--- src/rtl/imem_pkg.sv ---
// Shared definitions for the instruction-memory boot loader.
package imem_pkg;

    // Default instruction memory depth in words.
    localparam int IMEM_WORDS = 32;

    // Word index to byte address shift (4-byte instructions).
    localparam int ADDR_SHIFT = 2;

    // Loader FSM states.
    typedef enum logic [2:0] {
        S_IDLE  = 3'd0,
        S_RECV  = 3'd1,
        S_WRITE = 3'd2,
        S_CHK   = 3'd3,
        S_DONE  = 3'd4,
        S_FAIL  = 3'd5
    } state_t;

endpackage

--- src/rtl/imem_loader_byte_packer.sv ---
// Packs a big-endian byte stream into 32-bit words and keeps a running
// 8-bit additive checksum of every byte shifted in.
module byte_packer (
    input  logic        clk,
    input  logic        rst_n,
    input  logic        clear,
    input  logic        cnt_clr,
    input  logic        shift_en,
    input  logic [7:0]  byte_data,
    output logic [31:0] word,
    output logic [2:0]  byte_cnt,
    output logic [7:0]  sum
);

    // Shift accepted bytes in from the bottom so the first byte ends up in [31:24].
    always_ff @(posedge clk or negedge rst_n) begin
        if (!rst_n) begin
            word     <= '0;
            byte_cnt <= '0;
            sum      <= '0;
        end else if (clear) begin
            word     <= '0;
            byte_cnt <= '0;
            sum      <= '0;
        end else if (shift_en) begin
            word     <= {word[23:0], byte_data};
            sum      <= sum + byte_data;
            byte_cnt <= byte_cnt + 3'd1;
        end else if (cnt_clr) begin
            byte_cnt <= '0;
        end
    end

endmodule

--- src/rtl/imem_loader.sv ---
// Boot-time instruction memory writer: receives a byte stream, writes
// packed words to addresses 0..N-1, verifies a trailing checksum and
// releases the CPU reset only after a clean load.
module imem_loader
    import imem_pkg::*;
#(
    parameter int WIDTH  = 32,
    parameter int LENGTH = IMEM_WORDS
) (
    input  logic             clk,
    input  logic             rst_n,
    input  logic             start,
    input  logic [5:0]       load_len,
    input  logic             byte_valid,
    input  logic [7:0]       byte_data,
    output logic             byte_ready,
    output logic             mem_we,
    output logic [WIDTH-1:0] mem_addr,
    output logic [WIDTH-1:0] mem_wdata,
    output logic             busy,
    output logic             done,
    output logic             err,
    output logic             cpu_rst_n
);

    localparam logic [6:0] LEN_MAX = 7'(LENGTH);

    state_t      state_q;
    state_t      state_d;
    logic [5:0]  word_idx;
    logic [5:0]  n_words;
    logic        done_q;
    logic        err_q;

    logic        pk_clear;
    logic        pk_cnt_clr;
    logic        pk_shift;
    logic [31:0] pk_word;
    logic [2:0]  pk_cnt;
    logic [7:0]  pk_sum;

    logic        start_idle;
    logic        len_ok;
    logic        last_word;
    logic        sum_match;

    assign start_idle = (state_q == S_IDLE) && start;
    assign len_ok     = (load_len != 6'd0) && ({1'b0, load_len} <= LEN_MAX);
    assign last_word  = (word_idx == (n_words - 6'd1));
    assign sum_match  = (byte_data == pk_sum);

    byte_packer u_packer (
        .clk       (clk),
        .rst_n     (rst_n),
        .clear     (pk_clear),
        .cnt_clr   (pk_cnt_clr),
        .shift_en  (pk_shift),
        .byte_data (byte_data),
        .word      (pk_word),
        .byte_cnt  (pk_cnt),
        .sum       (pk_sum)
    );

    // State register.
    always_ff @(posedge clk or negedge rst_n) begin
        if (!rst_n) begin
            state_q <= S_IDLE;
        end else begin
            state_q <= state_d;
        end
    end

    // Next-state decode and per-state strobes.
    always_comb begin
        state_d    = state_q;
        byte_ready = 1'b0;
        mem_we     = 1'b0;
        busy       = 1'b0;
        pk_clear   = 1'b0;
        pk_cnt_clr = 1'b0;
        pk_shift   = 1'b0;
        case (state_q)
            S_IDLE: begin
                if (start && len_ok) begin
                    pk_clear = 1'b1;
                    state_d  = S_RECV;
                end
            end
            S_RECV: begin
                byte_ready = 1'b1;
                busy       = 1'b1;
                pk_shift   = byte_valid;
                if (byte_valid && (pk_cnt == 3'd3)) begin
                    state_d = S_WRITE;
                end
            end
            S_WRITE: begin
                busy       = 1'b1;
                mem_we     = 1'b1;
                pk_cnt_clr = 1'b1;
                state_d    = last_word ? S_CHK : S_RECV;
            end
            S_CHK: begin
                byte_ready = 1'b1;
                busy       = 1'b1;
                if (byte_valid) begin
                    state_d = sum_match ? S_DONE : S_FAIL;
                end
            end
            S_DONE:  state_d = S_IDLE;
            S_FAIL:  state_d = S_IDLE;
            default: state_d = S_IDLE;
        endcase
    end

    // Word counter and latched load length.
    always_ff @(posedge clk or negedge rst_n) begin
        if (!rst_n) begin
            word_idx <= '0;
            n_words  <= '0;
        end else if (start_idle && len_ok) begin
            word_idx <= '0;
            n_words  <= load_len;
        end else if (state_q == S_WRITE) begin
            word_idx <= word_idx + 6'd1;
        end
    end

    // Sticky completion flags, cleared by any start accepted in IDLE.
    always_ff @(posedge clk or negedge rst_n) begin
        if (!rst_n) begin
            done_q <= 1'b0;
            err_q  <= 1'b0;
        end else if (start_idle) begin
            done_q <= 1'b0;
            err_q  <= !len_ok;
        end else if ((state_q == S_CHK) && byte_valid) begin
            done_q <= sum_match;
            err_q  <= !sum_match;
        end
    end

    // A reload start drops done and the CPU reset in the cycle it is seen;
    // address and data are driven only while the write strobe is up.
    assign done      = done_q && !start_idle;
    assign cpu_rst_n = done_q && !start_idle;
    assign err       = err_q;
    assign mem_addr  = mem_we ? (WIDTH'(word_idx) << ADDR_SHIFT) : '0;
    assign mem_wdata = mem_we ? WIDTH'(pk_word) : '0;

endmodule

--- config.mk ---
export PLATFORM = sky130hd
export DESIGN_NAME = imem_loader
export DESIGN_NICKNAME = d
export VERILOG_FILES = /design/src/rtl/imem_pkg.sv /design/src/rtl/imem_loader_byte_packer.sv /design/src/rtl/imem_loader.sv
export SDC_FILE = /design/constraint.sdc
export NUM_CORES = 1
export LEC_CHECK = 0
export CAP_MARGIN = 20
export CORE_MARGIN = 3
export CORE_UTILIZATION = 45
export DETAILED_ROUTE_END_ITERATION = 12
export MAX_ROUTING_LAYER = met4
export PLACE_DENSITY = 0.77
export SYNTH_ARGS = -nofsm -noshare
export SYNTH_HDL_FRONTEND = slang
export SYNTH_HIERARCHICAL = 1
export SYNTH_SLANG_ARGS = --single-unit
export TNS_END_PERCENT = 10
--- constraint.sdc ---
create_clock -name clk -period 2 [get_ports clk]
set_input_delay 0.4 -clock clk [delete_from_list [all_inputs] [get_ports clk]]
set_output_delay 0.4 -clock clk [all_outputs]
set_load 0.02 [all_outputs]
# [After elaboration in Yosys (flattened, before gate mapping)]
# Cells that the tools add are included.
[word_totals] wordCells=68 output_inout_bits=70 inputBits=18 ff_bits=60
[classes] n_lt_le_gt_ge=1 eq_ne=9 reduce_logical=19 muxes=27 addsub=4
[op_table] operator="2-to-1 mux 32 bit" count=3
[op_table] operator="2-to-1 mux 8 bit" count=3
[op_table] operator="2-to-1 mux 3 bit" count=6
[op_table] operator="2-to-1 mux 6 bit" count=2
[op_table] operator="case mux 3 bit (4 select lines)" count=1
[op_table] operator="2-to-1 mux 1 bit" count=11
[op_table] operator="equality test 3 x 2 -> 1 bit, second input constant" count=3
[op_table] operator="adder 8 bit" count=1
[op_table] operator="equality test 8 bit" count=1
[op_table] operator="logical AND 1 bit" count=7
[op_table] operator="adder 6 x 1 -> 6 bit, second input constant" count=1
[op_table] operator="equality test 6 bit" count=1
[op_table] operator="<= comparator 6 bit, second input constant" count=1
[op_table] operator="nonzero test 2 bit" count=3
[op_table] operator="nonzero test 6 bit" count=1
[op_table] operator="subtractor 6 x 1 -> 6 bit, second input constant" count=1
[op_table] operator="inequality test 2 bit, second input constant" count=2
[op_table] operator="adder 3 x 1 -> 3 bit, second input constant" count=1
[op_table] operator="equality test 3 x 1 -> 1 bit, second input constant" count=1
[op_table] operator="logical NOT 1 bit" count=3
[op_table] operator="logical NOT 3 bit" count=1
[op_table] operator="AND reduction 3 bit" count=1
[op_table] operator="nonzero test 3 bit" count=1
[op_table] operator="OR reduction 3 bit" count=1
[op_table] operator="other kinds (3)" count=3

# [Longest topological paths before layout]
[logic_depth] word_depth=6 depth_mapped=9 ltp_nobuf=7

# [Modules after synthesis]
# Netlist, hierarchy kept.
[modules_own_cells] mod="byte_packer" instances=1 area_per_inst_um2=2080.7 cells_per_inst=185
[modules_own_cells] mod="imem_loader" instances=1 area_per_inst_um2=1526.5 cells_per_inst=173

# [Worst setup path after synthesis]
# OpenSTA, ideal clock, no wires.
[synth_path] path_kind="input port to flip-flop" startpoint="input port load_len[0]" endpoint="register u_packer.sum[5]" cell_stages=8 path_buffers=3 required_time_ps=1936 t_arrival_ps=2255 setup_slack_ps=-319 path_cell_list="or4_1 > or3_1 > and3b_1 > buf_6 > buf_8 > buf_2 > nor4b_1 > a211o_1"
[synth_via] elab_chain_cells=6
[synth_lines] item="start, declared" line_no="imem_loader.sv:13" text="input logic [5:0] load_len,"
[synth_lines] item="<= comparator 6 bit or nonzero test 6 bit (tied branches)" line_no="imem_loader.sv:48" text="assign len_ok = (load_len != 6'd0) && ({1'b0, load_len} <= LEN_MAX);"
[synth_lines] item="logical AND 1 bit (*)" line_no="imem_loader.sv:48"
[synth_lines] item="logical AND 1 bit (*)" line_no="imem_loader.sv:84" text="if (start && len_ok) begin"
[synth_lines] item="2-to-1 mux 1 bit (*)" line_no="imem_loader.sv:84"
[synth_lines] item="2-to-1 mux 1 bit (*)" line_no="imem_loader.sv:82" text="case (state_q)"
[synth_lines] item="named net pk_clear" line_no="imem_loader.sv:35" text="logic pk_clear;"
[synth_lines] item="2-to-1 mux 8 bit or nonzero test 2 bit (tied branches)"
[synth_lines] item="end signal, assigned" line_no="imem_loader_byte_packer.sv:27" text="sum <= sum + byte_data;"
[synth_lines] item="end, declared" line_no="imem_loader_byte_packer.sv:12" text="output logic [7:0] sum"
# Mark *: on every way through the listed nets, which the timed path passes. The rest lies on a longest branch.
# A chain may end at the register's enable or synchronous reset.

# [Final worst setup path]
[layout_path] startpoint="register state_q[0]" endpoint="output port done"
[layout_via] elab_chain_cells=4
[layout_lines] item="start, declared" line_no="imem_loader.sv:28" text="state_t state_q;"
[layout_lines] item="start signal, assigned" line_no="imem_loader.sv:69" text="state_q <= state_d;"
[layout_lines] item="logical NOT 3 bit" line_no="imem_loader.sv:47" text="assign start_idle = (state_q == S_IDLE) && start;"
[layout_lines] item="logical AND 1 bit" line_no="imem_loader.sv:47"
[layout_lines] item="logical NOT 1 bit" line_no="imem_loader.sv:145" text="assign done = done_q && !start_idle;"
[layout_lines] item="logical AND 1 bit" line_no="imem_loader.sv:145"
[layout_lines] item="end, declared" line_no="imem_loader.sv:21" text="output logic done,"
# No other way between the ends.

==> run metrics <==
initial drt markers 154; routability cong. 0.8851; failing checks setup timing; CP cell instances buf_6 > or4b_4 > and2_4 > buf_6; CP endpoint done; endpoints failing hold 0; Max Clk Rate 470.0 MHz; worst r2r dst n_words[5]$_DFFE_PN0N_; share of post-route cells with drive strength above 1 0.3240; Seq/Total Area, Yosys 0.4162; initial core utilization 0.4644; die height 95.53 um; CTS max path bufs 2; Post-Syn Instances 358; Yosys top cell area share 0.4162; worst setup margin -0.1279 ns; Cell Pwr Density 1198 nW/um2; Critical Path Fanout Max 3; Crit path depth 4; R2R cell count 5; fill count 630; Netlist cell types 55; syn_area_per_cell 10.08 um2; post-synth top area cell dfrtp_1; grt total ovfl 0; critical path launch point state_q[0]$_DFFE_PN0P_; worst skew pair latency 0.34 ns; CTS sink cnt 60; Yosys warnings 6; CTS tree yes; Setup violations, final 47; Ant. Diodes 0; die area 9126 um2; CP max stage delay 0.55 ns; I/O pin count 88; peak supply drop 0.0007245 V; synth top area cells dfrtp_1, mux2i_1, and2_1; vias per cell 5.058; total CTS buffers 9; worst hold path type primary input to async pin; Die Width 95.53 um; RSZ-0062 raised after global routing true; drt drc 0; Async S/R FF share, synth 1.000; Leakage 2.397 nW; Area growth syn-to-layout 37.43%; Antenna Nets Post-Route 0; final hold slack 0.06566 ns; dpl ws -0.6028 ns; final WL 8948 um; initial antenna violation count 0; flops & latches, synth 60; status finished, violations left; crit path kind register to primary output; Slowest cell on crit path or4b_4; most used cell, CP buf_6; port bufs 61; Post-CTS Hold Buffers 0; Rows 32; Crit path arrival time 1.73 ns; Slew Viols, Final 0; hpwl dp 5828 um; final worst path period share 1.064; crit path buf inv count 2; vias in the first global route 2,832; # H-tree levels 3; drt pass-1 iters 4; number of synthesized flops with an enable pin 0; global-route total usage across every layer 0.2020; CTS root buf clkbuf_8; largest net degree at the start of global routing 61; skew final 0.006329 ns; Worst setup EP type primary output; Mapped Area 3607 um2; clock-pin slew on the worst setup and hold paths 0.06 ns; DR WL/cell 15.75 um; r2r setup slk -0.09 ns; critical path startpoint category register; first-pass GRT wire length 13,900 um; fin nets 491; Critical Path RT 1.60 ns; FF-to-FF Start state_q[0]$_DFFE_PN0P_; Max Cap Viol 0; core area 7767 um2; total power 0.005941 W; Main synth FF type dfrtp_1; Fin Setup TNS -2.500 ns; vias 2,873; critical path's top delay family simple AND/OR/NAND/NOR gates; min cycle time layout 2.128 ns
-- synthesized netlist by cell type, types with 2 or more instances --
cell type	n
and3b_1	3
a21oi_2	2
ha_1	10
mux2_4	3
nand4b_1	3
and2_1	40
mux2i_1	39
buf_2	4
a211oi_1	2
nand4_1	5
inv_1	4
nand3_1	3
xnor2_1	15
nand2_1	8
nor2b_1	3
nor3_1	6
nor2_1	49
a21o_1	4
a21oi_1	7
dfrtp_1	60
clkbuf_1	9
mux2_2	3
buf_4	30
o21ai_0	7
or3_1	2
xor2_1	7
o311a_1	2
-- cells by family after synthesis --
logic type	synth area share
fa+ha+maj	0.04024
xor+xnor	0.05342
other cells	0.001040
flops	0.4162
simple gates	0.2033
compound gates	0.06695
mux	0.1301
buf+inv	0.08879
-- flip-flops by register name, indices dropped and copies added, names as in the netlist --
name	cells
word_idx	6
u_packer/word	32
done_q	1
u_packer/byte_cnt	3
n_words	6
u_packer/sum	8
err	1
state_q	3
-- worst min path at each step --
stage	from	endpoint	slack, ns	depth (start not counted)
after global placement	rst_n	u_packer/word[24]$_DFFE_PN0P_	0.44	2
after detailed placement	rst_n	u_packer/word[24]$_DFFE_PN0P_	0.43	2
final	rst_n	u_packer/word[25]$_DFFE_PN0P_	0.07	2
after floorplan	rst_n	done_q$_DFFE_PN0P_	0.10	0
after global routing	rst_n	u_packer/word[24]$_DFFE_PN0P_	0.08	2
after CTS	rst_n	u_packer/byte_cnt[2]$_DFFE_PN0P_	0.07	2
-- stage by stage --
stage / instance area [um2] / utilization / std cells
floorplan: 3729 / - / 383
global placement: 4489 / 0.5780 / 540
detailed placement: 4489 / 0.5780 / 540
CTS: 4586 / 0.5904 / 561
global route: 4957 / 0.6382 / 568
finish: 4957 / 0.6382 / 568
-- area by class of cell --
cell class,count,area [um2],share of cell area
repair buffers,112,1140,0.2299
inverters,4,15.01,0.003029
flip-flops and latches,60,1501,0.3029
well taps,102,127.6,0.02574
multi-input cells,275,2007,0.4048
clock inverters,5,28.78,0.005805
clock buffers,10,137.6,0.02776
-- cells in the final DEF, fill, tap and decap left out, drive strengths merged, types with 2 or more instances in the layout --
cell           count
dlygate4sd2        6
inv                4
mux2               6
clkinv             5
a21oi              9
dfrtp             60
clkdlybuf4s50     12
mux2i             39
and2              40
a21o               5
buf               92
clkbuf            12
ha                10
conb              26
xnor2             15
a211oi             3
nand4              5
nor3               7
nand3              3
o311a              2
and3b              4
nand2              9
nor2b              3
or3                2
o21ai              8
xor2               7
nor2              49
nand4b             3
-- power by group --
part | switching (W) | leakage (nW) | internal, W
registers | 0.000494 | 0.761 | 0.00174
logic | 0.00134 | 1.54 | 0.00144
clock network | 0.000465 | 0.0917 | 0.000469
total | 0.00230 | 2.40 | 0.00364
-- layer usage --
layer / wire length [um] / track usage / vias to the layer above
met1: 3817 / 0.2529 / 1397
met5: 0 / - / -
li1: - / - / 1379
met3: 407 / 0.04262 / 11
met4: 133 / 0.06754 / 0
met2: 4589 / 0.3260 / 86
-- what timing repair did --
item,in CTS,in global routing
cloned,2,2
pin swaps,8,7
buffers inserted,4,5
resized for setup,193,95
setup endpoints to repair,98,67
No activity file was read; power rests on OpenSTA's default activity.
